## src/rtl/sub_bit.sv

```systemverilog
// One-bit full subtractor: the ripple element of the sub borrow chain.
module sub_bit (
    input  logic x,
    input  logic y,
    input  logic bin,
    output logic d,
    output logic bout
);

    // Difference bit and borrow-out of x - y - bin
    assign d    = x ^ y ^ bin;
    assign bout = (~x & y) | (~(x ^ y) & bin);

endmodule

```

## src/rtl/sub.sv

```systemverilog
// Parameterised subtractor: combinational diff/borrow/zero/ovf of a - b,
// plus a one-cycle registered copy of diff and borrow with valid tracking.
module sub #(
    parameter int WIDTH = 4
) (
    input  logic             clk,
    input  logic             rst,
    input  logic [WIDTH-1:0] a,
    input  logic [WIDTH-1:0] b,
    input  logic             in_valid,
    output logic [WIDTH-1:0] diff,
    output logic             borrow,
    output logic             zero,
    output logic             ovf,
    output logic [WIDTH-1:0] diff_q,
    output logic             borrow_q,
    output logic             out_valid
);

    // borrow_chain[0] is the borrow into the LSB; the top entry is the final borrow
    logic [WIDTH:0]   borrow_chain;
    logic [WIDTH-1:0] diff_q_reg;
    logic             borrow_q_reg;
    logic             out_valid_reg;

    assign borrow_chain[0] = 1'b0;

    generate
        for (genvar gi = 0; gi < WIDTH; gi++) begin : g_bit
            sub_bit u_bit (
                .x    (a[gi]),
                .y    (b[gi]),
                .bin  (borrow_chain[gi]),
                .d    (diff[gi]),
                .bout (borrow_chain[gi+1])
            );
        end
    endgenerate

    // Flags derived from the ripple result; ovf flags a sign change that
    // cannot happen when a and b already share a sign.
    assign borrow = borrow_chain[WIDTH];
    assign zero   = (diff == '0);
    assign ovf    = (a[WIDTH-1] != b[WIDTH-1]) && (diff[WIDTH-1] != a[WIDTH-1]);

    // Registered stage: capture on in_valid, hold otherwise; reset wins
    always_ff @(posedge clk) begin
        if (rst) begin
            diff_q_reg    <= '0;
            borrow_q_reg  <= 1'b0;
            out_valid_reg <= 1'b0;
        end else begin
            out_valid_reg <= in_valid;
            if (in_valid) begin
                diff_q_reg   <= diff;
                borrow_q_reg <= borrow;
            end
        end
    end

    assign diff_q    = diff_q_reg;
    assign borrow_q  = borrow_q_reg;
    assign out_valid = out_valid_reg;

endmodule

```

## config.mk

```make
export PLATFORM = sky130hd
export DESIGN_NAME = sub
export DESIGN_NICKNAME = d
export VERILOG_FILES = /design/src/rtl/sub_bit.sv /design/src/rtl/sub.sv
export SDC_FILE = /design/constraint.sdc
export NUM_CORES = 1
export LEC_CHECK = 0
export CORE_AREA = 5 5 42 44
export DETAILED_ROUTE_END_ITERATION = 6
export DIE_AREA = 0 0 47 49
export PLACE_DENSITY = 0.66
export SLEW_MARGIN = 20
export SYNTH_ARGS = -nofsm -noshare
export SYNTH_HDL_FRONTEND = slang
export SYNTH_SLANG_ARGS = --single-unit
```

## constraint.sdc

```tcl
create_clock -name clk -period 4.26 [get_ports clk]
set_clock_uncertainty 0.15 [all_clocks]
set_input_delay 1.065 -clock clk [delete_from_list [all_inputs] [get_ports clk]]
set_output_delay 1.065 -clock clk [all_outputs]
set_load 0.005 [all_outputs]
```

==> impl_metrics.env, run 1 <==
export IMPL_status="completed"
export IMPL_place_area_sq_um=651
export IMPL_syn_mean_instance_area_sq_um=9.49
export IMPL_routed_top_layer="met3"
export IMPL_crit_path_start_kind="input pin"
export IMPL_grt_pass1_vias=360
export IMPL_cp_arrival_ps=2960
export IMPL_cap_violations=0
export IMPL_drtIter0Drc=0
export IMPL_slew_headroom=0.725
export IMPL_peakVddDrop_mv=0.185
export IMPL_dr_pass1_iters=1
export IMPL_dr_total_vias=361
export IMPL_hp_start="diff_q[1]"
export IMPL_core_area_sq_um=1400
export IMPL_die_x_microns=47
export IMPL_final_cell_mix="clkdlybuf4s50_1, buf_4, inv_1, nor2_1, dfxtp_1"
export IMPL_cp_top_family="buffers and inverters"
export IMPL_final_hold_violation_count=0
export IMPL_avgViaCountPerCell=4.10
export IMPL_crit_cells=10
export IMPL_io_buffers=23
export IMPL_numCtsBuffers=3
export IMPL_synth_seq_area_share=0.309
export IMPL_hold_class="reg -> reg"
export IMPL_ys_types=12
export IMPL_tightest_slew_ps=411
export IMPL_drt_wl_total_microns=867
export IMPL_pre_cts_ws_ps=-770
export IMPL_crit_path_frequent_cell="inv_2"
export IMPL_core_rowCount=14
export IMPL_grt_overflow=0
export IMPL_worstSetupPathType="in -> out"
export IMPL_maxSlewViolCount=0
export IMPL_place_gp_congestion=0.619
export IMPL_critPathBufInv=7
export IMPL_synthTopCellsByArea="dfxtp_1, fa_1, inv_1, a211oi_2, buf_4"
export IMPL_final_area_sq_um=711
export IMPL_p_leak_nw=0.332
export IMPL_antenna_cells=0
export IMPL_dieArea_sq_um=2300
export IMPL_yosysWarnings=0
export IMPL_grt_pass1_wl_microns=1370
export IMPL_ioPinCount=24
export IMPL_rrSetupSlack_ps=3480
export IMPL_wl_met3_microns=78
export IMPL_final_nets=90
export IMPL_r2r_end="diff_q[2]"
export IMPL_antenna_found_initial=0
export IMPL_synth_nets=57
export IMPL_final_common_cell="clkdlybuf4s50_1"
export IMPL_critical_path_startpoint="a[0]"
export IMPL_hpwlAfterDp_microns=746
export IMPL_clk_latency_ps=230
export IMPL_area_delta_synth_final_pct=82.6
export IMPL_end_kind="primary output"
export IMPL_hold_buffers=0
export IMPL_synth_seq_cells=6
export IMPL_worstPathRequired_ps=3040
export IMPL_cts_tree="yes"
export IMPL_clock_sinks=6
export IMPL_rr_worst_depth=2
export IMPL_syn_inst=41
export IMPL_cts_buffer_depth=2
export IMPL_netlist_area_sq_um=389
export IMPL_fin_tns_setup_ps=0
export IMPL_fin_ws_ps=87.6
export IMPL_grtUsageTotal=0.0756
export IMPL_cts_htree_levels=1
export IMPL_crit_chain="clkdlybuf4s15_1, inv_1, ha_2, inv_2, fa_2, inv_2, fa_2, inv_2, buf_4, clkdlybuf4s50_1"
export IMPL_clockRootBuffer="clkbuf_4"
export IMPL_start_util=0.278
export IMPL_clkTransAtPathRegs_ps=40
export IMPL_largest_reg_flops=4
export IMPL_rsz0062_at_grt="no"
export IMPL_fmaxAchievable_mhz=240
export IMPL_slowest_delay_ps=480
export IMPL_powerDensity_nw_per_um2=288
export IMPL_drive_above_1_share=0.375
export IMPL_grt_start_max_net_pins=10
export IMPL_hold_worst_slack_ps=337
export IMPL_period_minus_slack_ps=4170
export IMPL_synth_top_area_frac=0.309
export IMPL_wl_met2_microns=413
export IMPL_placedCellCount=82
export IMPL_finalCritPeriodShare=0.979
export IMPL_synth_top_area_cell="dfxtp_1"
export IMPL_drc=0
export IMPL_rr_startpoint="diff_q[2]"
export IMPL_wl_per_cell_microns=9.85
export IMPL_ant_nets=0
export IMPL_p_total_uw=205
export IMPL_die_h_microns=49
export IMPL_finalSetupViolations=0
export IMPL_cp_slowest_cell="clkdlybuf4s50_1"
export IMPL_utilization=0.507
export IMPL_wl_met1_microns=375
export IMPL_crit_path_end="diff[2]"
export IMPL_critPathMaxFanout=2
export IMPL_fin_cells=88
-- repair_timing --
item,in CTS,in global routing
setup endpoints to repair,5,4
buffers inserted,2,1
pin swaps,7,2
resized for setup,27,1
-- per-layer routing --
layer  vias to the layer above  GRT usage
met4                         0     0.0138
met5                         -          0
met2                        14      0.131
met3                         0     0.0185
met1                       161     0.0911
li1                        186          -
-- tightest hold or removal path: stages (launching register included) --
cell and delay, ps:
dfxtp_1 320, mux2i_1 60, nor2_1 70
-- power breakdown --
group | leakage, nW | internal (mW) | total [mW] | switching, mW
Clock | 0.0138 | 0.0315 | 0.0473 | 0.0158
Combinational | 0.268 | 0.0600 | 0.0939 | 0.0339
Sequential | 0.0498 | 0.0613 | 0.0636 | 0.00234
Total | 0.332 | 0.153 | 0.205 | 0.0520
-- cells in the mapped netlist --
master,instances
inv_1,11
buf_4,4
buf_6,1
nor4_1,1
mux2i_1,2
fa_1,3
ha_1,2
a211oi_2,3
nor2b_1,1
nor2_1,6
xnor2_1,1
dfxtp_1,6
-- worst min path at each step --
| stage | cells after the start | end |
|---|---|---|
| after detailed placement | 2 | diff_q[1] |
| after floorplan | 2 | diff_q[1] |
| after global placement | 2 | diff_q[1] |
| after global routing | 2 | diff_q[0] |
| after CTS | 2 | diff_q[1] |
| final | 2 | diff_q[1] |
-- final cells by class --
class | instances | area [sq um]
Inverter | 11 | 41.3
Clock buffer | 3 | 22.5
Fill cell | 138 | 691
Multi-Input combinational cell | 19 | 211
Sequential cell | 6 | 120
Timing Repair Buffer | 33 | 295
Tap cell | 16 | 20.0
-- kinds of logic (layout without fill, tap and decap cells) --
logic type,after synthesis,after routing,share of synthesized area
muxes,2,2,0.0514
and+or+nand+nor,8,8,0.0900
adders and majority gates,5,5,0.219
AOI/OAI and AO/OA,3,3,0.0965
DFF,6,6,0.309
buffers and inverters,16,47,0.212
xor gates and xnor gates,1,1,0.0225
Power figures use the tool's default switching activity.
==> run 2, diff against run 1 <==
--- a/config.mk
+++ b/config.mk
@@ -5,10 +5,14 @@
 export SDC_FILE = /design/constraint.sdc
 export NUM_CORES = 1
 export LEC_CHECK = 0
-export CORE_AREA = 5 5 42 44
+export CELL_PAD_IN_SITES_DETAIL_PLACEMENT = 1
+export CELL_PAD_IN_SITES_GLOBAL_PLACEMENT = 2
+export CORE_MARGIN = 5
+export CORE_UTILIZATION = 20
+export CTS_BUF_LIST = sky130_fd_sc_hd__clkbuf_8
 export DETAILED_ROUTE_END_ITERATION = 6
-export DIE_AREA = 0 0 47 49
-export PLACE_DENSITY = 0.66
+export GPL_ROUTABILITY_DRIVEN = 0
+export PLACE_DENSITY_LB_ADDON = 0.1
 export SLEW_MARGIN = 20
 export SYNTH_ARGS = -nofsm -noshare
 export SYNTH_HDL_FRONTEND = slang
==> impl_metrics.env, run 2 (synthesis gave the netlist of run 1 again) <==
export IMPL_crit_chain="clkdlybuf4s15_1, ha_2, inv_2, fa_2, inv_2, fa_2, inv_2, buf_4, clkdlybuf4s50_1"
export IMPL_finalSetupViolations=0
export IMPL_avgViaCountPerCell=3.68
export IMPL_end_kind="primary output"
export IMPL_critPathMaxFanout=2
export IMPL_final_common_cell="clkdlybuf4s50_1"
export IMPL_p_leak_nw=0.323
export IMPL_numCtsBuffers=3
export IMPL_r2r_end="borrow_q"
export IMPL_final_cell_mix="clkdlybuf4s50_1, inv_1, buf_4, nor2_1, dfxtp_1"
export IMPL_dr_pass1_iters=2
export IMPL_maxSlewViolCount=0
export IMPL_cap_violations=0
export IMPL_clock_sinks=6
export IMPL_cp_slowest_cell="clkdlybuf4s50_1"
export IMPL_ioPinCount=24
export IMPL_cts_buffer_depth=2
export IMPL_multi_input_area_sq_um=211
export IMPL_antenna_cells=0
export IMPL_rr_worst_depth=2
export IMPL_grt_start_max_net_pins=10
export IMPL_grt_pass1_wl_microns=1500
export IMPL_start_util=0.205
export IMPL_p_total_uw=231
export IMPL_die_h_microns=54.1
export IMPL_dr_total_vias=353
export IMPL_drt_wl_total_microns=958
export IMPL_seqCellArea_sq_um=120
export IMPL_worstSetupPathType="in -> out"
export IMPL_slowest_delay_ps=480
export IMPL_largest_reg_flops=4
export IMPL_clockRootBuffer="clkbuf_8"
export IMPL_drtIter0Drc=1
export IMPL_hpwlAfterDp_microns=788
export IMPL_grt_overflow=0
export IMPL_status="completed"
export IMPL_utilization=0.374
export IMPL_tightest_slew_ps=400
export IMPL_cp_arrival_ps=2940
export IMPL_crit_path_start_kind="input pin"
export IMPL_clkTransAtPathRegs_ps=30
export IMPL_core_rowCount=16
export IMPL_fin_tns_setup_ps=0
export IMPL_ant_nets=0
export IMPL_p_seq_frac=0.275
export IMPL_rsz0062_at_grt="no"
export IMPL_comb_power_share=0.369
export IMPL_hold_class="reg -> reg"
export IMPL_final_nets=87
export IMPL_rr_startpoint="borrow_q"
export IMPL_area_delta_synth_final_pct=83.0
export IMPL_drc=0
export IMPL_grtUsageTotal=0.0755
export IMPL_die_x_microns=54.1
export IMPL_hold_worst_slack_ps=338
export IMPL_antenna_found_initial=0
export IMPL_switching_share=0.244
export IMPL_fmaxAchievable_mhz=241
export IMPL_powerDensity_nw_per_um2=324
export IMPL_dieArea_sq_um=2930
export IMPL_cts_htree_levels=1
export IMPL_clockPowerShare=0.355
export IMPL_finalCritPeriodShare=0.976
export IMPL_rrSetupSlack_ps=3510
export IMPL_io_buffers=23
export IMPL_final_hold_violation_count=0
export IMPL_whs_endpoint="diff_q[1]"
export IMPL_wl_per_cell_microns=9.98
export IMPL_crit_path_frequent_cell="inv_2"
export IMPL_drive_above_1_share=0.362
export IMPL_hp_start="diff_q[1]"
export IMPL_worstPathRequired_ps=3040
export IMPL_grt_pass1_vias=352
export IMPL_period_minus_slack_ps=4160
export IMPL_slew_headroom=0.733
export IMPL_core_area_sq_um=1900
export IMPL_min_path_cells=2
export IMPL_clk_latency_ps=220
export IMPL_power_switching_uw=56.4
export IMPL_cts_tree="yes"
export IMPL_peakVddDrop_mv=0.167
export IMPL_fillCellCount=225
export IMPL_p_int_uw=175
-- run 2: cell count changes in the layout (fill, tap and decap cells not counted) --
cell / change
clkdlybuf4s15_1: -1
clkbuf_8: +3
clkbuf_4: -3
clkbuf_2: +1
buf_4: -2
buf_6: -1
-- run 2: layout make-up --
type,instances,share of cell area
repair buffers,30,0.371
multi-input cells,19,0.297
flip-flops and latches,6,0.169
clock buffers,3,0.0580
inverters,11,0.0580
well taps,27,0.0475
-- run 2: how the worst max path moves through the flow --
| stage | startpoint | end | slack (ps) |
|---|---|---|---|
| after global placement | a[0] | zero | -730 |
| after floorplan | a[0] | zero | 330 |
| after global routing | b[0] | ovf | 30 |
| after CTS | b[0] | zero | 20 |
| after detailed placement | a[0] | zero | -740 |
| final | b[0] | diff[2] | 100 |
-- run 2: critical path: cells and delay by family --
family | cells | cell delay [ps]
fa+ha+maj | 3 | 940
buf+inv | 6 | 930
-- run 2: metrics by stage --
stage / instance area (sq um) / setup slack (ps) / std cells
after floorplan: 389 / 332 / 41
after global placement: 657 / -728 / 92
after detailed placement: 657 / -737 / 92
after CTS: 718 / 20.7 / 97
after global routing: 712 / 29.2 / 96
final: 712 / 103 / 96
-- run 2: what timing repair did --
action,CTS,global route
setup buffers,2,0
endpoints found under the setup margin,5,4
resized for setup,26,3
hold buffers,0,0
pin swaps,7,5
-- run 2: per-layer routing --
metal	vias up	global-route usage	routed length, microns
met3	0	0.0222	81
li1	175	-	-
met2	14	0.117	478
met1	164	0.0846	398
met5	-	0	0
met4	0	0.0622	0
-- run 2: power by group through the flow --
| stage | clock [mW] | combinational (mW) | sequential (mW) |
|---|---|---|---|
| after floorplan | 0 | 0.0350 | 0.0648 |
| after global placement | 0 | 0.0814 | 0.0645 |
| after detailed placement | 0 | 0.0818 | 0.0646 |
| after CTS | 0.0863 | 0.0879 | 0.0638 |
| after global routing | 0.0908 | 0.0931 | 0.0643 |
| final | 0.0821 | 0.0853 | 0.0636 |
